<file path="config.mk">
export PLATFORM = sky130hd
export DESIGN_NAME = pipe_hazard_ctrl_flat
export DESIGN_NICKNAME = d
export VERILOG_FILES = /design/src/rtl/pipe_hazard_ctrl_if.sv /design/src/rtl/pipe_hazard_ctrl.sv /design/src/flat_wrapper.sv
export SDC_FILE = /design/constraint.sdc
export NUM_CORES = 1
export LEC_CHECK = 0
export CAP_MARGIN = 25
export CORE_MARGIN = 2
export CORE_UTILIZATION = 52
export DETAILED_ROUTE_END_ITERATION = 8
export PLACE_DENSITY = 0.85
export SLEW_MARGIN = 20
export SYNTH_ARGS = -nofsm -noshare
export SYNTH_HDL_FRONTEND = slang
export SYNTH_SLANG_ARGS = --single-unit
</file>
<file path="constraint.sdc">
create_clock -name clk -period 4.35 [get_ports clk]
set_input_delay 0.435 -clock clk [delete_from_list [all_inputs] [get_ports clk]]
set_output_delay 0.435 -clock clk [all_outputs]
set_load 0.02 [all_outputs]
</file>
<file path="src/rtl/pipe_hazard_ctrl_if.sv">
// Decode-stage handshake between the pipeline and its hazard controller.
// The pipeline drives the master side and the controller sits on the slave side.
interface pipe_hazard_ctrl_if #(
  parameter int REG_INDEX_BIT_WIDTH = 4,
  parameter int CNT_BITS            = 16
);
  logic                           d_valid;
  logic [REG_INDEX_BIT_WIDTH-1:0] d_sr1;
  logic [REG_INDEX_BIT_WIDTH-1:0] d_sr2;
  logic                           d_sr1_used;
  logic                           d_sr2_used;
  logic [REG_INDEX_BIT_WIDTH-1:0] d_dr;
  logic                           d_regwrite;
  logic                           d_is_load;
  logic                           d_redirect;

  logic                           issue;
  logic                           pc_wrt_en;
  logic                           squash_d;
  logic                           fwd_sel1;
  logic                           fwd_sel2;
  logic [CNT_BITS-1:0]            stall_count;
  logic [CNT_BITS-1:0]            flush_count;

  modport master (
    output d_valid, d_sr1, d_sr2, d_sr1_used, d_sr2_used,
           d_dr, d_regwrite, d_is_load, d_redirect,
    input  issue, pc_wrt_en, squash_d, fwd_sel1, fwd_sel2,
           stall_count, flush_count
  );

  modport slave (
    input  d_valid, d_sr1, d_sr2, d_sr1_used, d_sr2_used,
           d_dr, d_regwrite, d_is_load, d_redirect,
    output issue, pc_wrt_en, squash_d, fwd_sel1, fwd_sel2,
           stall_count, flush_count
  );
endinterface

</file>
<file path="src/rtl/pipe_hazard_ctrl.sv">
// Hazard controller for a D/X -> M/WB pipeline: forwards ALU results, stalls on
// load-use, squashes wrong-path fetches after redirects, and counts both events.
module pipe_hazard_ctrl #(
  parameter int REG_INDEX_BIT_WIDTH = 4,
  parameter int LOAD_STALL_CYCLES   = 1,
  parameter int FLUSH_CYCLES        = 1,
  parameter int CNT_BITS            = 16
) (
  input  logic              clk,
  input  logic              reset,
  pipe_hazard_ctrl_if.slave hz
);
  localparam int MAX_CYC = (LOAD_STALL_CYCLES > FLUSH_CYCLES) ? LOAD_STALL_CYCLES : FLUSH_CYCLES;
  localparam int CW      = (MAX_CYC > 1) ? $clog2(MAX_CYC) : 1;
  localparam logic [CW-1:0] STALL_INIT = CW'(LOAD_STALL_CYCLES - 1);
  localparam logic [CW-1:0] FLUSH_INIT = CW'(FLUSH_CYCLES - 1);

  typedef enum logic [1:0] {RUN = 2'd0, STALL = 2'd1, FLUSH = 2'd2} state_e;

  state_e                         state_q;
  logic [CW-1:0]                  cnt_q;
  logic                           m_valid_q;
  logic [REG_INDEX_BIT_WIDTH-1:0] m_dr_q;
  logic                           m_regwrite_q;
  logic                           m_is_load_q;
  logic [CNT_BITS-1:0]            stall_cnt_q;
  logic [CNT_BITS-1:0]            flush_cnt_q;

  logic match1, match2, load_use;
  logic issue_c, pc_wrt_en_c, squash_d_c;

  function automatic logic [CNT_BITS-1:0] sat_inc(input logic [CNT_BITS-1:0] v);
    return (&v) ? v : v + CNT_BITS'(1);
  endfunction

  always_comb begin
    match1   = m_valid_q & m_regwrite_q & hz.d_sr1_used & (hz.d_sr1 == m_dr_q);
    match2   = m_valid_q & m_regwrite_q & hz.d_sr2_used & (hz.d_sr2 == m_dr_q);
    load_use = hz.d_valid & (match1 | match2) & m_is_load_q;

    issue_c     = 1'b0;
    pc_wrt_en_c = 1'b0;
    squash_d_c  = 1'b0;
    case (state_q)
      RUN: begin
        issue_c     = hz.d_valid & ~load_use;
        pc_wrt_en_c = ~load_use;
        squash_d_c  = load_use;
      end
      // Held decode slot: neither advanced nor discarded.
      STALL: begin
        issue_c     = 1'b0;
        pc_wrt_en_c = 1'b0;
        squash_d_c  = 1'b0;
      end
      FLUSH: begin
        issue_c     = 1'b0;
        pc_wrt_en_c = 1'b1;
        squash_d_c  = 1'b1;
      end
      default: begin
        issue_c     = 1'b0;
        pc_wrt_en_c = 1'b0;
        squash_d_c  = 1'b0;
      end
    endcase
  end

  assign hz.issue       = issue_c;
  assign hz.pc_wrt_en   = pc_wrt_en_c;
  assign hz.squash_d    = squash_d_c;
  assign hz.fwd_sel1    = match1 & ~m_is_load_q;
  assign hz.fwd_sel2    = match2 & ~m_is_load_q;
  assign hz.stall_count = stall_cnt_q;
  assign hz.flush_count = flush_cnt_q;

  always_ff @(posedge clk) begin
    if (reset) begin
      state_q     <= RUN;
      cnt_q       <= '0;
      m_valid_q   <= 1'b0;
      stall_cnt_q <= '0;
      flush_cnt_q <= '0;
    end else begin
      m_valid_q <= issue_c;
      case (state_q)
        RUN: begin
          if (load_use) begin
            state_q     <= STALL;
            cnt_q       <= STALL_INIT;
            stall_cnt_q <= sat_inc(stall_cnt_q);
          end else if (issue_c && hz.d_redirect) begin
            state_q     <= FLUSH;
            cnt_q       <= FLUSH_INIT;
            flush_cnt_q <= sat_inc(flush_cnt_q);
          end
        end
        STALL, FLUSH: begin
          if (cnt_q == '0) state_q <= RUN;
          else             cnt_q   <= cnt_q - CW'(1);
        end
        default: state_q <= RUN;
      endcase
    end
  end

  // Writer fields only matter while m_valid_q is set, so they carry no reset.
  always_ff @(posedge clk) begin
    if (issue_c) begin
      m_dr_q       <= hz.d_dr;
      m_regwrite_q <= hz.d_regwrite;
      m_is_load_q  <= hz.d_is_load;
    end
  end
endmodule

</file>
<file path="src/flat_wrapper.sv">
// flat-port wrapper written by rule: the top's interface ports become plain ports
module pipe_hazard_ctrl_flat 
#(
  parameter int REG_INDEX_BIT_WIDTH = 4,
  parameter int LOAD_STALL_CYCLES   = 1,
  parameter int FLUSH_CYCLES        = 1,
  parameter int CNT_BITS            = 16
)
  (clk, reset, hz_d_valid, hz_d_sr1, hz_d_sr2, hz_d_sr1_used, hz_d_sr2_used, hz_d_dr, hz_d_regwrite, hz_d_is_load, hz_d_redirect, hz_issue, hz_pc_wrt_en, hz_squash_d, hz_fwd_sel1, hz_fwd_sel2, hz_stall_count, hz_flush_count);
  pipe_hazard_ctrl_if #(.REG_INDEX_BIT_WIDTH(REG_INDEX_BIT_WIDTH), .CNT_BITS(CNT_BITS)) hz_i ();
  input  logic clk;
  input  logic reset;
  input wire logic [$bits(hz_i.d_valid)-1:0] hz_d_valid;
  input wire logic [$bits(hz_i.d_sr1)-1:0] hz_d_sr1;
  input wire logic [$bits(hz_i.d_sr2)-1:0] hz_d_sr2;
  input wire logic [$bits(hz_i.d_sr1_used)-1:0] hz_d_sr1_used;
  input wire logic [$bits(hz_i.d_sr2_used)-1:0] hz_d_sr2_used;
  input wire logic [$bits(hz_i.d_dr)-1:0] hz_d_dr;
  input wire logic [$bits(hz_i.d_regwrite)-1:0] hz_d_regwrite;
  input wire logic [$bits(hz_i.d_is_load)-1:0] hz_d_is_load;
  input wire logic [$bits(hz_i.d_redirect)-1:0] hz_d_redirect;
  output wire logic [$bits(hz_i.issue)-1:0] hz_issue;
  output wire logic [$bits(hz_i.pc_wrt_en)-1:0] hz_pc_wrt_en;
  output wire logic [$bits(hz_i.squash_d)-1:0] hz_squash_d;
  output wire logic [$bits(hz_i.fwd_sel1)-1:0] hz_fwd_sel1;
  output wire logic [$bits(hz_i.fwd_sel2)-1:0] hz_fwd_sel2;
  output wire logic [$bits(hz_i.stall_count)-1:0] hz_stall_count;
  output wire logic [$bits(hz_i.flush_count)-1:0] hz_flush_count;
  assign hz_i.d_valid = hz_d_valid;
  assign hz_i.d_sr1 = hz_d_sr1;
  assign hz_i.d_sr2 = hz_d_sr2;
  assign hz_i.d_sr1_used = hz_d_sr1_used;
  assign hz_i.d_sr2_used = hz_d_sr2_used;
  assign hz_i.d_dr = hz_d_dr;
  assign hz_i.d_regwrite = hz_d_regwrite;
  assign hz_i.d_is_load = hz_d_is_load;
  assign hz_i.d_redirect = hz_d_redirect;
  assign hz_issue = hz_i.issue;
  assign hz_pc_wrt_en = hz_i.pc_wrt_en;
  assign hz_squash_d = hz_i.squash_d;
  assign hz_fwd_sel1 = hz_i.fwd_sel1;
  assign hz_fwd_sel2 = hz_i.fwd_sel2;
  assign hz_stall_count = hz_i.stall_count;
  assign hz_flush_count = hz_i.flush_count;
  pipe_hazard_ctrl #(.REG_INDEX_BIT_WIDTH(REG_INDEX_BIT_WIDTH), .LOAD_STALL_CYCLES(LOAD_STALL_CYCLES), .FLUSH_CYCLES(FLUSH_CYCLES), .CNT_BITS(CNT_BITS)) u_core (.clk(clk), .reset(reset), .hz(hz_i));
endmodule
</file>
After elaboration in Yosys (flattened, before gate mapping)
Index checks and enable logic that the tools add are counted.
- word-level logic and storage cells: 53
- input bits: 20
- output and inout port bits: 37
- register bits after elaboration: 42
- reduce and logical (&&, ||, !) cells: 10
- equal/unequal tests: 6
- add/sub/neg operators: 3
- mux-type cells: 11
- bitwise logic cells: 15
- operators with widths (kind ; number):
    adder 16 x 1 -> 16 bit, second input constant ; 2
    AND reduction 16 bit ; 2
    bitwise AND 1 bit ; 10
    equality test 4 bit ; 2
    two-way mux 2 bit ; 3
    case mux 1 bit (2 select lines) ; 3
    two-way mux 1 bit ; 4
    inverter 1 bit ; 4
    case mux 2 bit (2 select lines) ; 1
    AND reduction 2 bit ; 2
    AND reduction 4 bit ; 1
    != test 3 x 1 -> 1 bit, second input constant ; 1
    AND reduction 3 bit ; 1
    equality test 2 x 1 -> 1 bit, second input constant ; 1
    equality test 2 bit, second input constant ; 1
    zero test 2 bit ; 1
    != test 2 bit, second input constant ; 1
    nonzero test 2 bit ; 1
    OR reduction 2 bit ; 1
    logical AND 1 bit ; 1
    bitwise OR 1 bit ; 1
    subtractor 1 bit, second input constant ; 1

Logic depth before layout (Yosys ltp)
Gate-level depths: netlist of run 1.
- depth after elaboration: 13
- mapped depth: 7
- depth with buffers taken out: 6

Least setup slack after synthesis of run 1
OpenSTA, ideal clock, no wires.
- path kind: input -> output
- start point: in hz_d_sr1[3]
- end point: out hz_issue
- stages: 6
- path slack: 2.022 ns
- data arrival time: 1.893 ns
- path through: xor2_1 -> nor3_4 -> a22o_4 -> buf_2 -> clkbuf_1 -> nor2_1
- cells in the longest elaborated chain, start to end: 8
- RTL lines (item ; line ; text):
    start, declared ; flat_wrapper.sv:14 ; input wire logic [$bits(hz_i.d_sr1)-1:0] hz_d_sr1;
    equality test 4 bit ; pipe_hazard_ctrl.sv:37 ; match1 = m_valid_q & m_regwrite_q & hz.d_sr1_used & (hz.d_sr1 == m_dr_q);
    bitwise AND 1 bit ; pipe_hazard_ctrl.sv:37 ;
    bitwise OR 1 bit ; pipe_hazard_ctrl.sv:39 ; load_use = hz.d_valid & (match1 | match2) & m_is_load_q;
    bitwise AND 1 bit (2 in a row) ; pipe_hazard_ctrl.sv:39 ;
    inverter 1 bit ; pipe_hazard_ctrl.sv:46 ; issue_c = hz.d_valid & ~load_use;
    bitwise AND 1 bit ; pipe_hazard_ctrl.sv:46 ;
    two-way mux 1 bit ; pipe_hazard_ctrl.sv:44 ; case (state_q)
    end, declared ; flat_wrapper.sv:22 ; output wire logic [$bits(hz_i.issue)-1:0] hz_issue;
Every way passes these cells.

Worst setup path in the final report of run 1
- start point: in hz_d_sr1[1]
- end point: out hz_issue
Same word-level chain as after synthesis.

==> run_results.csv, run 1 <==
group,metric,value,unit
die,start_util,53.9,%
synthesis,synthDistinctLibCells,48,
route,drc_errors,0,
sta,period_share,74.3,%
synthesis,seq_area_frac_synth,41.1,%
setup_path,crit_chain,"clkdlybuf4s50_1 -> xor2_1 -> nor3_1 -> a22o_4 -> nor2_1 -> clkdlybuf4s50_1",
setup_path,path_depth,6,
global_routing,grt_pass1_wl,8.29,mm
power_and_ir_drop,ir_drop,0.232,mV
sta,tns,0,ns
global_routing,grt_max_degree,36,
die,num_rows,23,
sta,hold_violations,0,
sta,rsz0062_at_grt,"false",
global_routing,top_usage_layer,"met2",
route,viasPerCell,5.99,
global_routing,grtUsageMet2,39.8,%
global_routing,use_met1,29.2,%
cts,cts_buffers,5,
place,finalWeightedCongestion,0.823,
die,dieArea,4650,um^2
setup_path,crit_required,3.91,ns
place,dp_hpwl,3.51,mm
synthesis,avgSynthCellArea,8.85,um^2
synthesis,synth_enable_flop_cells,6,
setup_path,rr_worst_depth,6,
power_and_ir_drop,power_frac_comb,7.5,%
die,ioPinCount,57,
setup_path,crit_fanout,35,
synthesis,postSynthCellCount,242,
cts,postCtsHoldBufs,0,
sta,relSlewSlack,61.0,%
route,vias,2073,
route,routed_wl,4.93,mm
run,maxCapViolCount,0,
sta,fin_crit,3.23,ns
die,core_area,3970,um^2
power_and_ir_drop,power.density,265,nW/um^2
route,first_pass_iters,4,
synthesis,synthFlopType,"dfxtp_1",
power_and_ir_drop,netSwitchingFraction,21.4,%
final_layout,nets,317,
global_routing,first_global_vias,1907,
setup_path,critPathArrivalTime,2.80,ns
cts,cts_num_sinks,41,
synthesis,syn_nets,264,
setup_path,crit_family,"buffers and inverters",
final_layout,n_antenna_cell,0,
die,die_h,68.2,um
global_routing,antenna_found_initial,0,
final_layout,drive_gt1_share,7.43,%
cts,post_cts.resized_instances,0,
cts,path_clk_slew,0.08,ns
global_routing,grt_remaining_overflow,0,
cts,cts_root_buf,"clkbuf_8",
sta,worstMarginPinSlew,0.585,ns
global_routing,grtUsageMet3,5.43,%
power_and_ir_drop,p_int,589,uW
route,drt_iter0_markers,136,
setup_path,crit_top_cell,"clkdlybuf4s50_1",
synthesis,ys_warn_count,0,
sta,fmax,0.309,GHz
die,die_w,68.2,um
final_layout,final_util,71.3,%
power_and_ir_drop,clkPwrFrac,39.8,%
sta,whs,0.503,ns
final_layout,area_delta_synth_final,32.1,%
cts,insertion_delay,0.29,ns
setup_path,criticalPathCategory,"in2out",
cts,clock_path_buffers,2,
setup_path,end_kind,"output pin",
place,port_buffers,56,
setup_path,max_stage_delay,0.70,ns
power_and_ir_drop,switching_power,160,uW
setup_path,crit_buf_inv,2,
cts,htreeDepth,2,
min_path,hold_depth,2,
setup_path,start_kind,"primary input",
cts,cts_tree,"done",
cts,cts_setup_buffers,0,
power_and_ir_drop,p_seq_share,52.7,%
route,wire_per_inst,14.3,um
sta,drv_slew,0,
route,drtAntennaViolNets,0,
sta,skew,0.00642,ns
synthesis,synth_area,2140,um^2
synthesis,synthArstFlopShare,0,%
min_path,hp-class,"reg2reg",
status,outcome,"complete, no violations",
global_routing,grt_use_total,23.5,%
sta,setup_viol,0,
synthesis,postSynthRegisterBits,41,
setup_path,critPathSlowestCell,"clkdlybuf4s50_1",
power_and_ir_drop,p_leak,0.877,nW
layout make-up:
class,instances,area [um^2]
Tap cell,50,62.6
Clock buffer,6,72.6
Timing Repair Buffer,58,579
Clock inverter,2,33.8
Multi-Input combinational cell,181,1170
Inverter,8,30.0
Fill cell,347,1140
Sequential cell,41,881
kinds of logic (layout without fill, tap and decap cells):
family	after synthesis	after routing	synth area share (%)
AOI/OAI and AO/OA	64	64	18.4
xor gates and xnor gates	8	8	3.27
adders and majority gates	2	2	1.17
buffers and inverters	20	74	4.21
DFF	41	41	41.1
muxes	3	3	1.64
and+or+nand+nor	104	104	30.2
routing by layer:
metal | part of all wire [%] | wire (um) | vias up
li1 | - | - | 1027
met1 | 46 | 2250 | 980
met2 | 48 | 2390 | 60
met3 | 4.8 | 238 | 6
met4 | 1.2 | 57 | 0
met5 | 0 | 0 | -
power groups by stage:
| stage | registers, mW | clock network [mW] | logic (mW) |
|---|---|---|---|
| 3_3_place_gp | 0.404 | 0 | 0.0547 |
| 5_1_grt | 0.396 | 0.324 | 0.0607 |
| 3_5_place_dp | 0.404 | 0 | 0.0562 |
| 6_report | 0.395 | 0.298 | 0.0562 |
| 4_1_cts | 0.395 | 0.305 | 0.0564 |
| 2_1_floorplan | 0.404 | 0 | 0.0281 |
worst reg2reg max path: stages, from the launching register on:
cell      delay [ns]
edfxtp_1        0.42
xor2_1          0.21
nor3_4          0.24
a22oi_2         0.23
buf_6           0.23
or4_1           0.50
a21oi_1         0.15
through the flow:
step           std cells  power (mW)  setup WS [ns]  area [um^2]
2_1_floorplan        242       0.432           2.02         2140
3_3_place_gp         337       0.458           1.23         2710
3_5_place_dp         337       0.460           1.13         2710
4_1_cts              345       0.756           1.12         2820
5_1_grt              346       0.781           1.04         2830
6_report             346       0.749           1.12         2830
placed cells by master (no fill, tap or decap), types with 6 or more instances in the layout:
cell type         n
a21oi_1          28
clkdlybuf4s50_1  56
or3_1            15
inv_1             8
nand3_1          10
edfxtp_1          6
dfxtp_1          35
nand2_1          15
nor2_1           11
xor2_1            8
nand4_1          11
or4_1            12
o31ai_1          11
o21ai_0          14
synth_stat cells (8+ instances only):
cell / n / area [um^2]
or3_1: 15 / 93.8
or4_1: 12 / 90.1
nand3_1: 10 / 50.1
nand4_1: 11 / 68.8
nor2_1: 11 / 41.3
inv_1: 8 / 30.0
xor2_1: 8 / 70.1
dfxtp_1: 35 / 701
nand2_1: 15 / 56.3
o31ai_1: 11 / 82.6
a21oi_1: 28 / 140
o21ai_0: 14 / 70.1
state kept, by name, summed over array words and instances (netlist names):
| name | cells |
|---|---|
| u_core.hz.flush_count | 16 |
| u_core.hz.stall_count | 16 |
| u_core.m_dr_q | 4 |
| u_core.m_is_load_q | 1 |
| u_core.m_regwrite_q | 1 |
| u_core.m_valid_q | 1 |
| u_core.state_q | 2 |
path summary, 6_finish.rpt:
path | start | slack (ns) | end
worst max-delay path | hz_d_sr1[1] | 1.12 | hz_issue
worst min-delay path | u_core.hz.flush_count[9] | 0.50 | u_core.hz.flush_count[9]
worst max register to register | u_core.m_dr_q[0] | 2.31 | u_core.hz.stall_count[10]
worst min register to register | u_core.hz.flush_count[9] | 0.50 | u_core.hz.flush_count[9]
Power figures use the tool's default switching activity.
==> run 2: changes to the inputs <==
CORE_UTILIZATION = 44   (was 52)
PLACE_DENSITY = 0.77   (was 0.85)
clock period = 2.6 ns   (was 4.35 ns; I/O delays follow)
==> run_results.csv, run 2 (same netlist as run 1, synthesis figures left out) <==
group,metric,value,unit
setup_path,start_kind,"flip-flop",
place,place_ws,0.183,ns
route,wire_per_inst,13.2,um
power_and_ir_drop,switching_power,256,uW
place,finalWeightedCongestion,0.812,
final_layout,area_delta_synth_final,33.1,%
final_layout,final_cell_mix,"clkdlybuf4s50_1 (56), dfxtp_1 (35), a21oi_1 (28)",
die,start_util,45.4,%
setup_path,max_stage_delay,0.64,ns
sta,setup_viol,0,
final_layout,n_antenna_cell,0,
route,drc_errors,0,
global_routing,grt_remaining_overflow,0,
sta,fin_ws,0.155,ns
power_and_ir_drop,netSwitchingFraction,22.2,%
sta,relSlewSlack,72.2,%
cts,cts_root_buf,"clkbuf_8",
setup_path,criticalPathCategory,"reg2out",
global_routing,grt_pass1_wl,8.28,mm
setup_path,end_kind,"output pin",
setup_path,crit_family,"buffers and inverters",
sta,fmax,0.409,GHz
global_routing,antenna_found_initial,0,
sta,skew,0.00891,ns
cts,clock_path_buffers,2,
sta,tns,0,ns
sta,drv_slew,0,
route,drtAntennaViolNets,0,
die,core_area,4720,um^2
cts,path_clk_slew,0.07,ns
setup_path,crit_required,2.34,ns
route,vias,2036,
global_routing,first_global_vias,1815,
place,port_buffers,56,
cts,htreeDepth,2,
final_layout,drive_gt1_share,8.33,%
power_and_ir_drop,clkPwrFrac,34.1,%
cts,insertion_delay,0.29,ns
cts,post_cts.resized_instances,0,
place,placed_cell_area,2770,um^2
min_path,hp-class,"reg2reg",
sta,period_share,94.0,%
sta,hold_violations,0,
global_routing,grt_use_total,19.2,%
place,dp_hpwl,3.57,mm
setup_path,critPathArrivalTime,2.18,ns
final_layout,fin_area,2850,um^2
cts,postCtsHoldBufs,0,
sta,rsz0062_at_grt,"false",
route,drt_iter0_markers,120,
route,first_pass_iters,4,
run,maxCapViolCount,0,
power_and_ir_drop,ir_drop,0.230,mV
route,routed_wl,4.85,mm
power_and_ir_drop,power.density,403,nW/um^2
die,ioPinCount,57,
power_and_ir_drop,power_frac_comb,8.5,%
route,viasPerCell,5.55,
die,num_rows,25,
global_routing,grt_max_degree,33,
final_layout,num-fill-cells,425,
sta,fin_crit,2.44,ns
power_and_ir_drop,p_int,895,uW
cts,cts_tree,"done",
cts,cts_num_sinks,41,
sta,worstMarginPinSlew,0.415,ns
cts,cts_setup_buffers,0,
setup_path,critPathSlowestCell,"clkdlybuf4s50_1",
die,dieArea,5440,um^2
cts,cts_buffers,5,
final_layout,nets,321,
die,die_w,73.8,um
status,outcome,"complete, no violations",
power_and_ir_drop,p_seq_share,57.5,%
final_layout,layout_commonest_cell,"clkdlybuf4s50_1",
die,die_h,73.8,um
sta,whs,0.506,ns
power_and_ir_drop,p_leak,0.881,nW
setup_path,crit_chain,"xor2_1 -> nor3_1 -> a22o_4 -> nor2_1 -> clkdlybuf4s50_1",
setup_path,crit_fanout,4,
setup_path,crit_buf_inv,1,
==> run 2: cell count changes in the layout (fill, tap and decap cells not counted), sizes merged <==
| cell | previous run | this run |
|---|---|---|
| clkbuf | 6 | 8 |
| bufinv | 1 | 0 |
| buf | 2 | 6 |
| clkinv | 1 | 0 |
==> run 2: layout make-up <==
cell class	instances	area [um^2]	area share, %
flip-flops and latches	41	881	30.9
repair buffers	62	606	21.2
well taps	67	83.8	2.94
inverters	8	30.0	1.05
clock buffers	8	80.1	2.81
multi-input cells	181	1170	41.1
==> run 2: path summary, 6_finish.rpt <==
check | startpoint | endpoint | slack [ns] | cells past startpoint
worst max-delay path | u_core.m_dr_q[1] | hz_issue | 0.16 | 5
worst max register to register | u_core.m_dr_q[1] | u_core.hz.flush_count[6] | 0.56 | 6
worst min register to register | u_core.hz.stall_count[7] | u_core.hz.stall_count[7] | 0.51 | 2
worst min-delay path | u_core.hz.stall_count[7] | u_core.hz.stall_count[7] | 0.51 | 2
==> run 2: power groups by stage <==
stage          sequential, mW  combinational, mW  clock (mW)
2_1_floorplan           0.676             0.0470           0
3_3_place_gp            0.675             0.0957           0
3_5_place_dp            0.676             0.0975           0
4_1_cts                 0.661             0.0979       0.411
5_1_grt                 0.662              0.106       0.432
6_report                0.661             0.0973       0.392
==> run 2: through the flow <==
stage / cells / power [mW] / utilization (%)
global placement: 359 / 0.771 / 58.7
finish: 367 / 1.15 / 60.4
floorplan: 242 / 0.723 / -
detailed placement: 359 / 0.773 / 58.7
CTS: 367 / 1.17 / 60.4
global route: 367 / 1.20 / 60.4
==> run 2: per-layer routing <==
metal	vias to the layer above	part of all wire, %	global-route usage (%)
met5	-	0	0
met4	0	0.87	6.06
met3	5	4.2	3.70
met2	45	50	31.7
met1	946	45	25.0
li1	1040	-	-
==> run 2: worst register-to-register path: stages, from the launching register on <==
cell	delay, ns
edfxtp_1	0.43
xor2_1	0.31
nor3_1	0.11
a22o_4	0.24
buf_4	0.22
or4_1	0.52
a21oi_1	0.15
==> run 3: changes to the inputs <==
CAP_MARGIN = 30   (was 25)
==> results of run 3 <==
Final layout, timing and power as in run 2 (identical DEF).
